`src/rtl/axi4lite_wr_if_dma_pkg.sv`:
```
// Shared types and constants for the DMA AXI4-Lite write-channel front end.
package axi4lite_wr_if_dma_pkg;

    localparam int unsigned DATA_W     = 32;
    localparam int unsigned STRB_W     = 4;
    localparam int unsigned RESP_W     = 2;
    localparam int unsigned MEM_ADDR_W = 32;

    localparam logic [RESP_W-1:0] AXI_RESP_OKAY   = 2'b00;
    localparam logic [RESP_W-1:0] AXI_RESP_SLVERR = 2'b10;

    localparam logic [STRB_W-1:0] STRB_FULL = 4'hF;

    // Write-channel sequencing states
    typedef enum logic [2:0] {
        ST_IDLE    = 3'd0,
        ST_WAIT_W  = 3'd1,
        ST_WAIT_AW = 3'd2,
        ST_WRITE   = 3'd3,
        ST_RESP    = 3'd4
    } wr_state_e;

    // Held W-channel beat
    typedef struct packed {
        logic [DATA_W-1:0] data;
        logic [STRB_W-1:0] strb;
    } wr_beat_t;

    // Partial-word writes are refused when strobe checking is enabled
    function automatic logic beat_rejected(input logic check_en, input logic [STRB_W-1:0] strb);
        return check_en && (strb != STRB_FULL);
    endfunction

endpackage

```
`src/rtl/axi4lite_wr_if_dma.sv`:
```
// AXI4-Lite slave write-channel front end for the DMA register block.
// Accepts AW and W independently, pairs them, emits a single-cycle register
// write strobe, then returns the B response. One transaction outstanding.
// Ports:
//   aclk, areset             clock, asynchronous active-high reset
//   s_axi_aw*                write address channel (valid/ready/addr)
//   s_axi_w*                 write data channel (valid/ready/data/strb)
//   s_axi_b*                 write response channel (valid/ready/resp)
//   mem_wr_valid/addr/data   one-cycle write strobe to the register decoder
module axi4lite_wr_if_dma
    import axi4lite_wr_if_dma_pkg::*;
#(
    parameter int unsigned AXI_ADDR_WIDTH = 32,
    parameter bit          CHECK_WSTRB    = 1'b1
) (
    input  logic                      aclk,
    input  logic                      areset,
    input  logic                      s_axi_awvalid,
    output logic                      s_axi_awready,
    input  logic [AXI_ADDR_WIDTH-1:0] s_axi_awaddr,
    input  logic                      s_axi_wvalid,
    output logic                      s_axi_wready,
    input  logic [DATA_W-1:0]         s_axi_wdata,
    input  logic [STRB_W-1:0]         s_axi_wstrb,
    output logic                      s_axi_bvalid,
    input  logic                      s_axi_bready,
    output logic [RESP_W-1:0]         s_axi_bresp,
    output logic                      mem_wr_valid,
    output logic [MEM_ADDR_W-1:0]     mem_wr_addr,
    output logic [DATA_W-1:0]         mem_wr_data
);

    wr_state_e                 state_q, state_d;
    logic                      awready_q, awready_d;
    logic                      wready_q, wready_d;
    logic                      bvalid_q, bvalid_d;
    logic [RESP_W-1:0]         bresp_q, bresp_d;
    logic                      mem_valid_q, mem_valid_d;
    logic [MEM_ADDR_W-1:0]     mem_addr_q, mem_addr_d;
    logic [DATA_W-1:0]         mem_data_q, mem_data_d;
    logic [AXI_ADDR_WIDTH-1:0] addr_q, addr_d;
    wr_beat_t                  beat_q, beat_d;
    logic                      aw_hs, w_hs, b_hs;

    // State, holding and output registers
    always_ff @(posedge aclk or posedge areset) begin
        if (areset) begin
            state_q     <= ST_IDLE;
            awready_q   <= 1'b0;
            wready_q    <= 1'b0;
            bvalid_q    <= 1'b0;
            bresp_q     <= AXI_RESP_OKAY;
            mem_valid_q <= 1'b0;
            mem_addr_q  <= '0;
            mem_data_q  <= '0;
            addr_q      <= '0;
            beat_q      <= '0;
        end else begin
            state_q     <= state_d;
            awready_q   <= awready_d;
            wready_q    <= wready_d;
            bvalid_q    <= bvalid_d;
            bresp_q     <= bresp_d;
            mem_valid_q <= mem_valid_d;
            mem_addr_q  <= mem_addr_d;
            mem_data_q  <= mem_data_d;
            addr_q      <= addr_d;
            beat_q      <= beat_d;
        end
    end

    // Next-state and registered-output logic
    always_comb begin
        state_d     = state_q;
        bresp_d     = bresp_q;
        mem_valid_d = 1'b0;
        mem_addr_d  = mem_addr_q;
        mem_data_d  = mem_data_q;
        addr_d      = addr_q;
        beat_d      = beat_q;

        // Handshakes use the registered readies, so outputs never depend combinationally on inputs
        aw_hs = s_axi_awvalid && awready_q;
        w_hs  = s_axi_wvalid && wready_q;
        b_hs  = bvalid_q && s_axi_bready;

        if (aw_hs) begin
            addr_d = s_axi_awaddr;
        end
        if (w_hs) begin
            beat_d = '{data: s_axi_wdata, strb: s_axi_wstrb};
        end

        case (state_q)
            ST_IDLE: begin
                if (aw_hs && w_hs) begin
                    state_d = ST_WRITE;
                end else if (aw_hs) begin
                    state_d = ST_WAIT_W;
                end else if (w_hs) begin
                    state_d = ST_WAIT_AW;
                end
            end
            ST_WAIT_W: begin
                if (w_hs) begin
                    state_d = ST_WRITE;
                end
            end
            ST_WAIT_AW: begin
                if (aw_hs) begin
                    state_d = ST_WRITE;
                end
            end
            ST_WRITE: begin
                state_d = ST_RESP;
            end
            ST_RESP: begin
                if (b_hs) begin
                    state_d = ST_IDLE;
                end
            end
            default: begin
                state_d = ST_IDLE;
            end
        endcase

        awready_d = (state_d == ST_IDLE) || (state_d == ST_WAIT_AW);
        wready_d  = (state_d == ST_IDLE) || (state_d == ST_WAIT_W);
        bvalid_d  = (state_d == ST_RESP);

        // Strobe is launched on entry to WRITE; addr_d/beat_d already include a same-edge capture
        if ((state_d == ST_WRITE) && !beat_rejected(CHECK_WSTRB, beat_d.strb)) begin
            mem_valid_d = 1'b1;
            mem_addr_d  = MEM_ADDR_W'(addr_d);
            mem_data_d  = beat_d.data;
        end

        if (state_q == ST_WRITE) begin
            bresp_d = beat_rejected(CHECK_WSTRB, beat_q.strb) ? AXI_RESP_SLVERR : AXI_RESP_OKAY;
        end
    end

    assign s_axi_awready = awready_q;
    assign s_axi_wready  = wready_q;
    assign s_axi_bvalid  = bvalid_q;
    assign s_axi_bresp   = bresp_q;
    assign mem_wr_valid  = mem_valid_q;
    assign mem_wr_addr   = mem_addr_q;
    assign mem_wr_data   = mem_data_q;

endmodule

```
`config.mk`:
```
export PLATFORM = sky130hd
export DESIGN_NAME = axi4lite_wr_if_dma
export DESIGN_NICKNAME = d
export VERILOG_FILES = /design/src/rtl/axi4lite_wr_if_dma_pkg.sv /design/src/rtl/axi4lite_wr_if_dma.sv
export SDC_FILE = /design/constraint.sdc
export NUM_CORES = 1
export LEC_CHECK = 0
export CAP_MARGIN = 20
export CELL_PAD_IN_SITES_DETAIL_PLACEMENT = 0
export CELL_PAD_IN_SITES_GLOBAL_PLACEMENT = 1
export CORE_MARGIN = 1.5
export CORE_UTILIZATION = 45
export CTS_BUF_LIST = sky130_fd_sc_hd__clkbuf_8
export DETAILED_ROUTE_END_ITERATION = 10
export PLACE_DENSITY = 0.95
export SLEW_MARGIN = 20
export SYNTH_ARGS = -nofsm -noshare
export SYNTH_HDL_FRONTEND = slang
export SYNTH_SLANG_ARGS = --single-unit
export TNS_END_PERCENT = 1
```
`constraint.sdc`:
```
create_clock -name aclk -period 12.6 [get_ports aclk]
set_input_delay 1.26 -clock aclk [delete_from_list [all_inputs] [get_ports aclk]]
set_output_delay 1.26 -clock aclk [all_outputs]
set_load 0.05 [all_outputs]
```
==> run_results.csv, run 1 <==
group,metric,value,unit
logic_synthesis,avgSynthCellArea,17.58,sq um
route,num_vias,3003,
power,leakagePower,3.426,nW
route,drtPass1Iterations,4,
finish,antenna_cells,0,
logic_synthesis,synth_nets,381,
sta,hold_viol,0,
sta,post-route-period-util,32.95,%
power,power.density,244.6,nW/um^2
placement,dp_hpwl,6.881,mm
clock_network,clk-insertion-delay-late,440,ps
sta,rsz0062_at_grt,"false",
placement,io_buffers,141,
grt,track_usage,17.72,%
clock_network,hold_buffers,0,
route,wl,10.23,mm
placement,dpl_cell_area,6932,sq um
worst_hold_path,min_path_type,"flip-flop to flip-flop",
die,die_h,112.7,microns
critical_path,path_class,"input port to flip-flop",
critical_path,cp_data_arrival_time,4470,ps
grt,gr-total-overflow,0,
power,ir_drop,0.1367,mV
critical_path,rr_startpoint,"s_axi_wready",
route,avgRoutedWirePerCell,16.72,microns
logic_synthesis,ys_seq_area_share,64.71,%
logic_synthesis,yosysWarnings,0,
critical_path,r2r-end,"mem_wr_data[2]",
clock_network,cts-buffers-inserted,17,
finish,final_cell_area,7361,sq um
clock_network,post-cts-setup-buffers,0,
grt,first_global_vias,3438,
finish,drive_above_1_share,32.84,%
route,first_iter_violations,102,
route,viasPerCell,4.907,
critical_path,reg2reg_depth,5,
critical_path,r2r_setup_slack,9320,ps
worst_hold_path,hold_start,"addr_q[9]",
logic_synthesis,synth_seq_cells,140,
sta,period_needed,4152,ps
critical_path,critPathCaptureType,"flip-flop",
sta,skew,12.24,ps
sta,worst_slew_pin_slew,945.9,ps
sta,fin_setup_tns,0,ps
grt,grt_pass1_wl,17.18,mm
critical_path,critPathLaunchType,"input port",
clock_network,cts_max_level,4,
worst_hold_path,min_path_cells,1,
sta,fmax,240.9,MHz
die,design.core.area,11560,sq um
critical_path,crit_fanout,38,
clock_network,cts_root_buf,"clkbuf_8",
route,drtAntennaViolNets,0,
placement,gp_congestion,0.6866,
die,start_util,46.81,%
logic_synthesis,syn_inst,308,
worst_hold_path,holdPathEnd,"addr_q[9]",
finish,fin_nets,529,
sta,drv_slew,0,
job,drv_cap,0,
grt,grt_antenna_before_repair,0,
die,num_rows,39,
critical_path,crit_required,12920,ps
sta,finalSetupViolCount,0,
die,io_pins,143,
finish,synthToLayoutAreaGrowth,35.96,%
die,die_w,112.7,microns
outcome,status,"finished clean",
grt,grt_max_degree,82,
clock_network,cts_buffer_depth,2,
clock_network,tritoncts,"done",
die,die-area,12700,sq um
logic_synthesis,yosysUniqueCellTypes,19,
clock_network,path_clk_slew,70,ps
clock_network,cts.sinks,140,
clock_network,postCtsResizedCells,0,
route,drcViolationCount,0,
sta,slew_headroom,36.72,%
logic_synthesis,syn-cell-area,5414,sq um
[power breakdown]
part	switching [W]	internal, W	leakage [nW]
Sequential	0.0000749	0.000630	1.76
Combinational	0.000394	0.000318	1.46
Clock	0.000165	0.000218	0.213
Total	0.000634	0.00117	3.43
[layer usage]
layer | track usage (%) | routed length [microns] | vias up
li1 | - | - | 1371
met1 | 22.13 | 4420 | 1515
met2 | 27.68 | 4860 | 101
met3 | 6.911 | 780 | 16
met4 | 7.426 | 170 | 0
met5 | 0 | 0 | -
[cell families (layout without fill, tap and decap cells)]
family / count (synthesis) / count (layout) / synth area share (%)
AOI/OAI and AO/OA: 5 / 5 / 0.6932
buffers and inverters: 17 / 178 / 2.126
DFF: 140 / 140 / 64.71
muxes: 134 / 134 / 31.25
other: 1 / 1 / 0.06927
and+or+nand+nor: 11 / 11 / 1.156
[cells in the final DEF, fill, tap and decap left out, drive strengths merged]
cell,n
conb,1
clkinvlp,4
clkbuf,18
clkdlybuf4s50,141
nand3,1
clkinv,4
bufinv,4
a21o,2
mux2i,1
or3b,2
inv,4
o31ai,2
nand4,2
buf,3
dfrtp,140
nor2,3
a211oi,1
mux2,133
nand2,3
[how the worst max path moves through the flow]
| stage | start | end | slack, ps |
|---|---|---|---|
| 3_3_place_gp | s_axi_wvalid | mem_wr_data[8] | 7970 |
| 6_report | s_axi_wvalid | mem_wr_data[2] | 8450 |
| 3_5_place_dp | s_axi_wvalid | mem_wr_data[15] | 7910 |
| 4_1_cts | s_axi_wvalid | mem_wr_data[5] | 8410 |
| 5_1_grt | s_axi_wvalid | mem_wr_data[9] | 8210 |
| 2_1_floorplan | areset | addr_q[0] | 7590 |
[layout make-up]
class | instances | area, sq um
clock buffer | 18 | 247.7
clock inverter | 14 | 177.7
fill | 874 | 4204
inverter | 2 | 10.01
multi-input combinational | 151 | 1805
sequential | 140 | 3503
tap | 143 | 178.9
timing repair buffer | 144 | 1438
[synth_stat cells]
master / count / area, sq um
dfrtp_1: 140 / 3503
mux2_2: 69 / 777.0
mux2_4: 49 / 735.7
mux2_1: 15 / 168.9
buf_1: 6 / 22.52
buf_6: 6 / 67.56
nand2_1: 3 / 11.26
nor2_1: 3 / 11.26
a21o_1: 2 / 15.01
buf_2: 2 / 10.01
inv_1: 2 / 7.510
nand4_1: 2 / 12.51
o31ai_1: 2 / 15.01
or3b_1: 2 / 17.52
a211oi_1: 1 / 7.510
buf_4: 1 / 7.510
conb_1: 1 / 3.750
mux2i_1: 1 / 10.01
nand3_2: 1 / 10.01
[metrics by stage]
stage	setup slack (ps)	instances	utilization (%)	power, W	hold WS (ps)
after CTS	8405	612	63.62	0.001824	494.1
after global placement	7973	580	59.94	0.001407	473.6
after global routing	8213	612	63.65	0.001891	504.2
after detailed placement	7911	580	59.94	0.001433	477.4
final	8448	612	63.65	0.001800	491.7
after floorplan	7587	308	-	0.001204	465.5
[state kept, by name, indices dropped and copies added, names as in the netlist]
name	cells
beat_q	36
addr_q	32
mem_wr_data	32
s_axi_bresp	1
state_q	3
s_axi_awready	1
mem_wr_valid	1
s_axi_bvalid	1
mem_wr_addr	32
s_axi_wready	1
[worst max-delay path, cell delays in order]
cell             delay, ps
clkdlybuf4s50_1        470
nand2_2                510
o31ai_1                710
nand3_4                570
buf_4                  530
mux2_4                 370
No activity file was read; power rests on OpenSTA's default activity.
==> run 2: changes to the inputs <==
--- a/config.mk
+++ b/config.mk
@@ -9,10 +9,10 @@
 export CELL_PAD_IN_SITES_DETAIL_PLACEMENT = 0
 export CELL_PAD_IN_SITES_GLOBAL_PLACEMENT = 1
 export CORE_MARGIN = 1.5
-export CORE_UTILIZATION = 45
+export CORE_UTILIZATION = 41
 export CTS_BUF_LIST = sky130_fd_sc_hd__clkbuf_8
 export DETAILED_ROUTE_END_ITERATION = 10
-export PLACE_DENSITY = 0.95
+export PLACE_DENSITY = 0.93
 export SLEW_MARGIN = 20
 export SYNTH_ARGS = -nofsm -noshare
 export SYNTH_HDL_FRONTEND = slang
==> constraint.sdc (replaced) <==
create_clock -name aclk -period 4.05 [get_ports aclk]
set_input_delay 0.405 -clock aclk [delete_from_list [all_inputs] [get_ports aclk]]
set_output_delay 0.405 -clock aclk [all_outputs]
set_load 0.05 [all_outputs]
==> run 2 against run 1 <==
Against the previous run:
- cell area up 1.2%
- die area increased by 9.5%
- worst hold slack about the same
- sequential power grew to 3.1 times the previous value
- utilization decreased by 5.3 points
- power rose to 3.1 times the previous value
- first-iteration DRC count grew 6.9%
- clock power increased to 3.2 times the previous value
- sequential share of layout area fell by 0.55 points
- critical endpoint is now mem_wr_addr[16]
==> run_results.csv, run 2 (synthesis results as in run 1) <==
group,metric,value,unit
critical_path,crit_fanout,35,
die,io_pins,143,
route,drcViolationCount,0,
route,viasPerCell,4.731,
finish,drive_above_1_share,33.47,%
finish,final_cell_area,7447,sq um
placement,dpl_cell_area,7004,sq um
clock_network,cts.sinks,140,
die,design.core.area,12770,sq um
sta,drv_slew,0,
worst_hold_path,min_path_type,"flip-flop to flip-flop",
clock_network,postCtsResizedCells,0,
sta,fmax,436.8,MHz
die,die-area,13900,sq um
outcome,status,"finished clean",
finish,finish.utilization,58.30,%
route,drtPass1Iterations,4,
grt,grt_pass1_wl,17.79,mm
critical_path,path_class,"input port to flip-flop",
finish,fin_nets,532,
finish,top_register,"beat_q",
power,leakagePower,3.452,nW
sta,post-route-period-util,56.53,%
clock_network,cts_buffer_depth,2,
sta,finalHoldWorstSlack,491.9,ps
clock_network,hold_buffers,0,
sta,skew,7.310,ps
route,first_iter_violations,109,
critical_path,critPathCaptureType,"flip-flop",
placement,io_buffers,141,
sta,fin_setup_tns,0,ps
die,num_rows,41,
clock_network,cts_root_buf,"clkbuf_8",
grt,first_global_vias,3491,
sta,slew_headroom,41.81,%
sta,period_needed,2290,ps
finish,layout_common_cells,"141 x clkdlybuf4s50_1, 140 x dfrtp_1, 69 x mux2_2, 49 x mux2_4, 20 x clkbuf_8",
sta,worst_slew_pin_slew,871.0,ps
critical_path,crit_required,4360,ps
critical_path,critPathLaunchType,"input port",
clock_network,cts-buffers-inserted,17,
route,num_vias,3047,
grt,grt_antenna_before_repair,0,
clock_network,path_clk_slew,70,ps
clock_network,tritoncts,"done",
route,avgRoutedWirePerCell,16.30,microns
die,die_w,117.9,microns
route,drtAntennaViolNets,0,
placement,dp_hpwl,7.082,mm
grt,track_usage,16.43,%
finish,largest_reg_flops,36,
route,wl,10.50,mm
clock_network,post-cts-setup-buffers,0,
power,ir_drop,0.3796,mV
die,start_util,42.38,%
die,die_h,117.9,microns
sta,rsz0062_at_grt,"false",
critical_path,cp_data_arrival_time,2600,ps
grt,gr-total-overflow,0,
finish,synthToLayoutAreaGrowth,37.55,%
finish,final_common_cell,"clkdlybuf4s50_1",
grt,grt_max_degree,76,
job,drv_cap,0,
sta,finalSetupViolCount,0,
finish,antenna_cells,0,
clock_network,clk-insertion-delay-late,430,ps
sta,hold_viol,0,
power,power.density,757.8,nW/um^2
placement,gp_congestion,0.6886,
clock_network,cts_max_level,4,
run 2: per-layer routing:
metal / up-vias / share of wire, % / wire, microns / GRT usage (%)
li1: 1378 / - / - / -
met1: 1558 / 42 / 4453 / 20.08
met2: 97 / 50 / 5206 / 26.46
met3: 14 / 6.8 / 715 / 6.444
met4: 0 / 1.2 / 122 / 5.869
met5: - / 0 / 0 / 0
run 2: final timing paths:
path	from	end	slack, ps	depth (start not counted)
setup / recovery	s_axi_wvalid	mem_wr_addr[16]	1760	6
hold / removal	addr_q[11]	addr_q[11]	490	1
setup reg to reg	s_axi_wready	mem_wr_addr[16]	1830	5
hold reg to reg	addr_q[11]	addr_q[11]	490	1
max in group asynchronous	areset	beat_q[14]	2710	3
min in group asynchronous	areset	beat_q[31]	500	2
run 2: report_power, final:
group	total (W)	internal (W)	switching [W]
registers	0.00219	0.00196	0.000231
logic	0.00223	0.000993	0.00124
clock network	0.00122	0.000716	0.000505
total	0.00564	0.00367	0.00197
run 2: per-stage QoR:
step	instances	power [W]	setup slack, ps
2_1_floorplan	308	0.003747	1896
3_5_place_dp	612	0.004468	1226
4_1_cts	644	0.005727	1721
6_report	644	0.005644	1760
3_3_place_gp	612	0.004379	1349
5_1_grt	644	0.005950	1578
run 2: cell type report:
cell class / count / area (sq um)
Inverter: 2 / 11.26
Timing Repair Buffer: 147 / 1469
Clock buffer: 20 / 275.3
Fill cell: 971 / 5326
Multi-Input combinational cell: 151 / 1805
Tap cell: 172 / 215.2
Sequential cell: 140 / 3503
Clock inverter: 12 / 167.7
run 2: worst max-delay path: stages:
cell             delay (ps)
clkdlybuf4s50_1         470
nand2_2                 290
o31ai_1                 570
nand3_4                 110
buf_4                   340
mux2_1                  390
==> run 3: changes to the inputs <==
==> constraint.sdc (replaced) <==
create_clock -name aclk -period 2.35 [get_ports aclk]
set_input_delay 0.235 -clock aclk [delete_from_list [all_inputs] [get_ports aclk]]
set_output_delay 0.235 -clock aclk [all_outputs]
set_load 0.05 [all_outputs]
==> run 3 against run 2 <==
Against the previous run:
- die area stayed put
- largest cell class unchanged
- worst hold slack worse by 210 ps
- clock skew is 2.1 ps higher
- sequential power is 73% higher
==> run_results.csv, run 3 (synthesis results as in run 1) <==
group,metric,value,unit
outcome,status,"finished clean",
finish,finish.utilization,59.15,%
power,p_seq_share,37.8,%
die,design.core.area,12770,sq um
finish,antenna_cells,0,
route,drcViolationCount,0,
clock_network,post-cts-setup-buffers,0,
finish,final_common_cell,"clkdlybuf4s50_1",
critical_path,critPathCaptureType,"flip-flop",
sta,finalSetupViolCount,0,
route,wl,10.66,mm
route,avgRoutedWirePerCell,16.48,microns
finish,n_fill_cell,982,
clock_network,hold_buffers,0,
placement,io_buffers,141,
grt,first_global_vias,3502,
clock_network,path_clk_slew,80,ps
clock_network,clk-insertion-delay-late,430,ps
die,die_w,117.9,microns
critical_path,crit_required,2660,ps
clock_network,cts-buffers-inserted,17,
sta,final.setup.worst_slack,439.0,ps
sta,period_needed,1911,ps
critical_path,crit_buf_inv,1,
worst_hold_path,min_path_type,"input port to asynchronous set/reset pin",
power,power_frac_clock,23.4,%
critical_path,crit_fanout,43,
sta,slew_headroom,63.06,%
grt,gr-total-overflow,0,
finish,largest_reg_flops,36,
die,start_util,42.38,%
finish,drive_above_1_share,33.89,%
power,p_sw_share,34.20,%
finish,synthToLayoutAreaGrowth,39.57,%
clock_network,cts.sinks,140,
finish,top_register,"beat_q",
sta,fin_setup_tns,0,ps
power,ir_drop,0.8380,mV
route,drtAntennaViolNets,0,
grt,grt_pass1_wl,18.17,mm
placement,place_ws,147.9,ps
route,viasPerCell,4.714,
die,die_h,117.9,microns
sta,worst_slew_pin_slew,549.4,ps
job,drv_cap,0,
clock_network,postCtsResizedCells,0,
power,combPwrFrac,38.8,%
clock_network,cts_max_level,4,
critical_path,cp_data_arrival_time,2220,ps
critical_path,critPathLaunchType,"flip-flop",
sta,skew,9.411,ps
sta,fmax,523.3,MHz
sta,hold_viol,0,
critical_path,crit_chain,"or3b_1 > o31ai_1 > nand3_4 > buf_12 > mux2_1",
die,io_pins,143,
critical_path,crit_family,"simple AND/OR/NAND/NOR gates",
finish,layout_common_cells,"141 x clkdlybuf4s50_1, 140 x dfrtp_1, 69 x mux2_2, 49 x mux2_4, 20 x clkbuf_8",
clock_network,cts_buffer_depth,2,
critical_path,slowest_delay,450,ps
die,num_rows,41,
clock_network,tritoncts,"done",
route,num_vias,3050,
power,power.density,1322,nW/um^2
clock_network,cts_root_buf,"clkbuf_8",
sta,drv_slew,0,
power,switching_power,0.003417,W
critical_path,slowest_stage,"dfrtp_1",
route,first_iter_violations,128,
critical_path,path_class,"flip-flop to flip-flop",
die,die-area,13900,sq um
placement,dp_hpwl,7.311,mm
grt,grt_max_degree,72,
grt,grt_antenna_before_repair,0,
sta,post-route-period-util,81.32,%
power,p_int,0.006575,W
power,leakagePower,3.511,nW
finish,fin_nets,535,
placement,gp_congestion,0.7213,
sta,rsz0062_at_grt,"false",
route,drtPass1Iterations,3,
grt,track_usage,16.66,%
-- run 3: changes by cell type in the layout (fill, tap and decap cells not counted) --
cell and delta:
clkinv_2 -1, clkinvlp_4 -2, inv_6 -1, buf_12 +3, bufinv_16 +2, clkinv_4 +2
-- run 3: layout make-up --
| cell class | instances | area [sq um] | area share (%) |
|---|---|---|---|
| timing repair buffer | 150 | 1529 | 20.24 |
| multi-input combinational | 151 | 1805 | 23.89 |
| tap | 172 | 215.2 | 2.848 |
| clock inverter | 12 | 216.5 | 2.865 |
| clock buffer | 20 | 275.3 | 3.643 |
| sequential | 140 | 3503 | 46.37 |
| inverter | 2 | 11.26 | 0.1490 |
-- run 3: final timing paths --
kind                            slack [ps]             from  cells after the start              end
worst max-delay path                   440       state_q[2]                      5   mem_wr_addr[9]
worst min-delay path                   280           areset                      3        beat_q[3]
worst max register to register         440       state_q[2]                      5   mem_wr_addr[9]
worst min register to register         490  mem_wr_addr[13]                      1  mem_wr_addr[13]
max in group asynchronous             1740           areset                      3        addr_q[9]
min in group aclk                      430  s_axi_awaddr[7]                      2        addr_q[7]
-- run 3: layer usage --
layer / global-route usage (%) / part of all wire, %
met1: 21.61 / 45
met2: 26.43 / 49
met3: 5.281 / 5.3
met4: 5.869 / 1.3
met5: 0 / 0
-- run 3: power groups by stage --
stage                     Sequential [W]  Clock (W)  Combinational (W)
after global placement           0.00378          0            0.00381
final                            0.00378    0.00233            0.00388
after floorplan                  0.00498          0            0.00147
after CTS                        0.00379    0.00240            0.00392
after global routing             0.00390    0.00252            0.00410
after detailed placement         0.00383          0            0.00392
-- run 3: through the flow --
stage,std cells,total power (W),area [sq um],hold WS (ps)
2_1_floorplan,308,0.006457,5418,385.6
6_report,647,0.009992,7556,282.7
3_5_place_dp,615,0.007746,7064,477.4
4_1_cts,647,0.01012,7556,280.1
3_3_place_gp,615,0.007584,7064,475.4
5_1_grt,647,0.01051,7556,302.1
-- run 3: worst register-to-register path: stages (launching register included) --
cell	delay [ps]
dfrtp_1	450
or3b_1	400
o31ai_1	160
nand3_4	170
buf_12	250
mux2_1	360
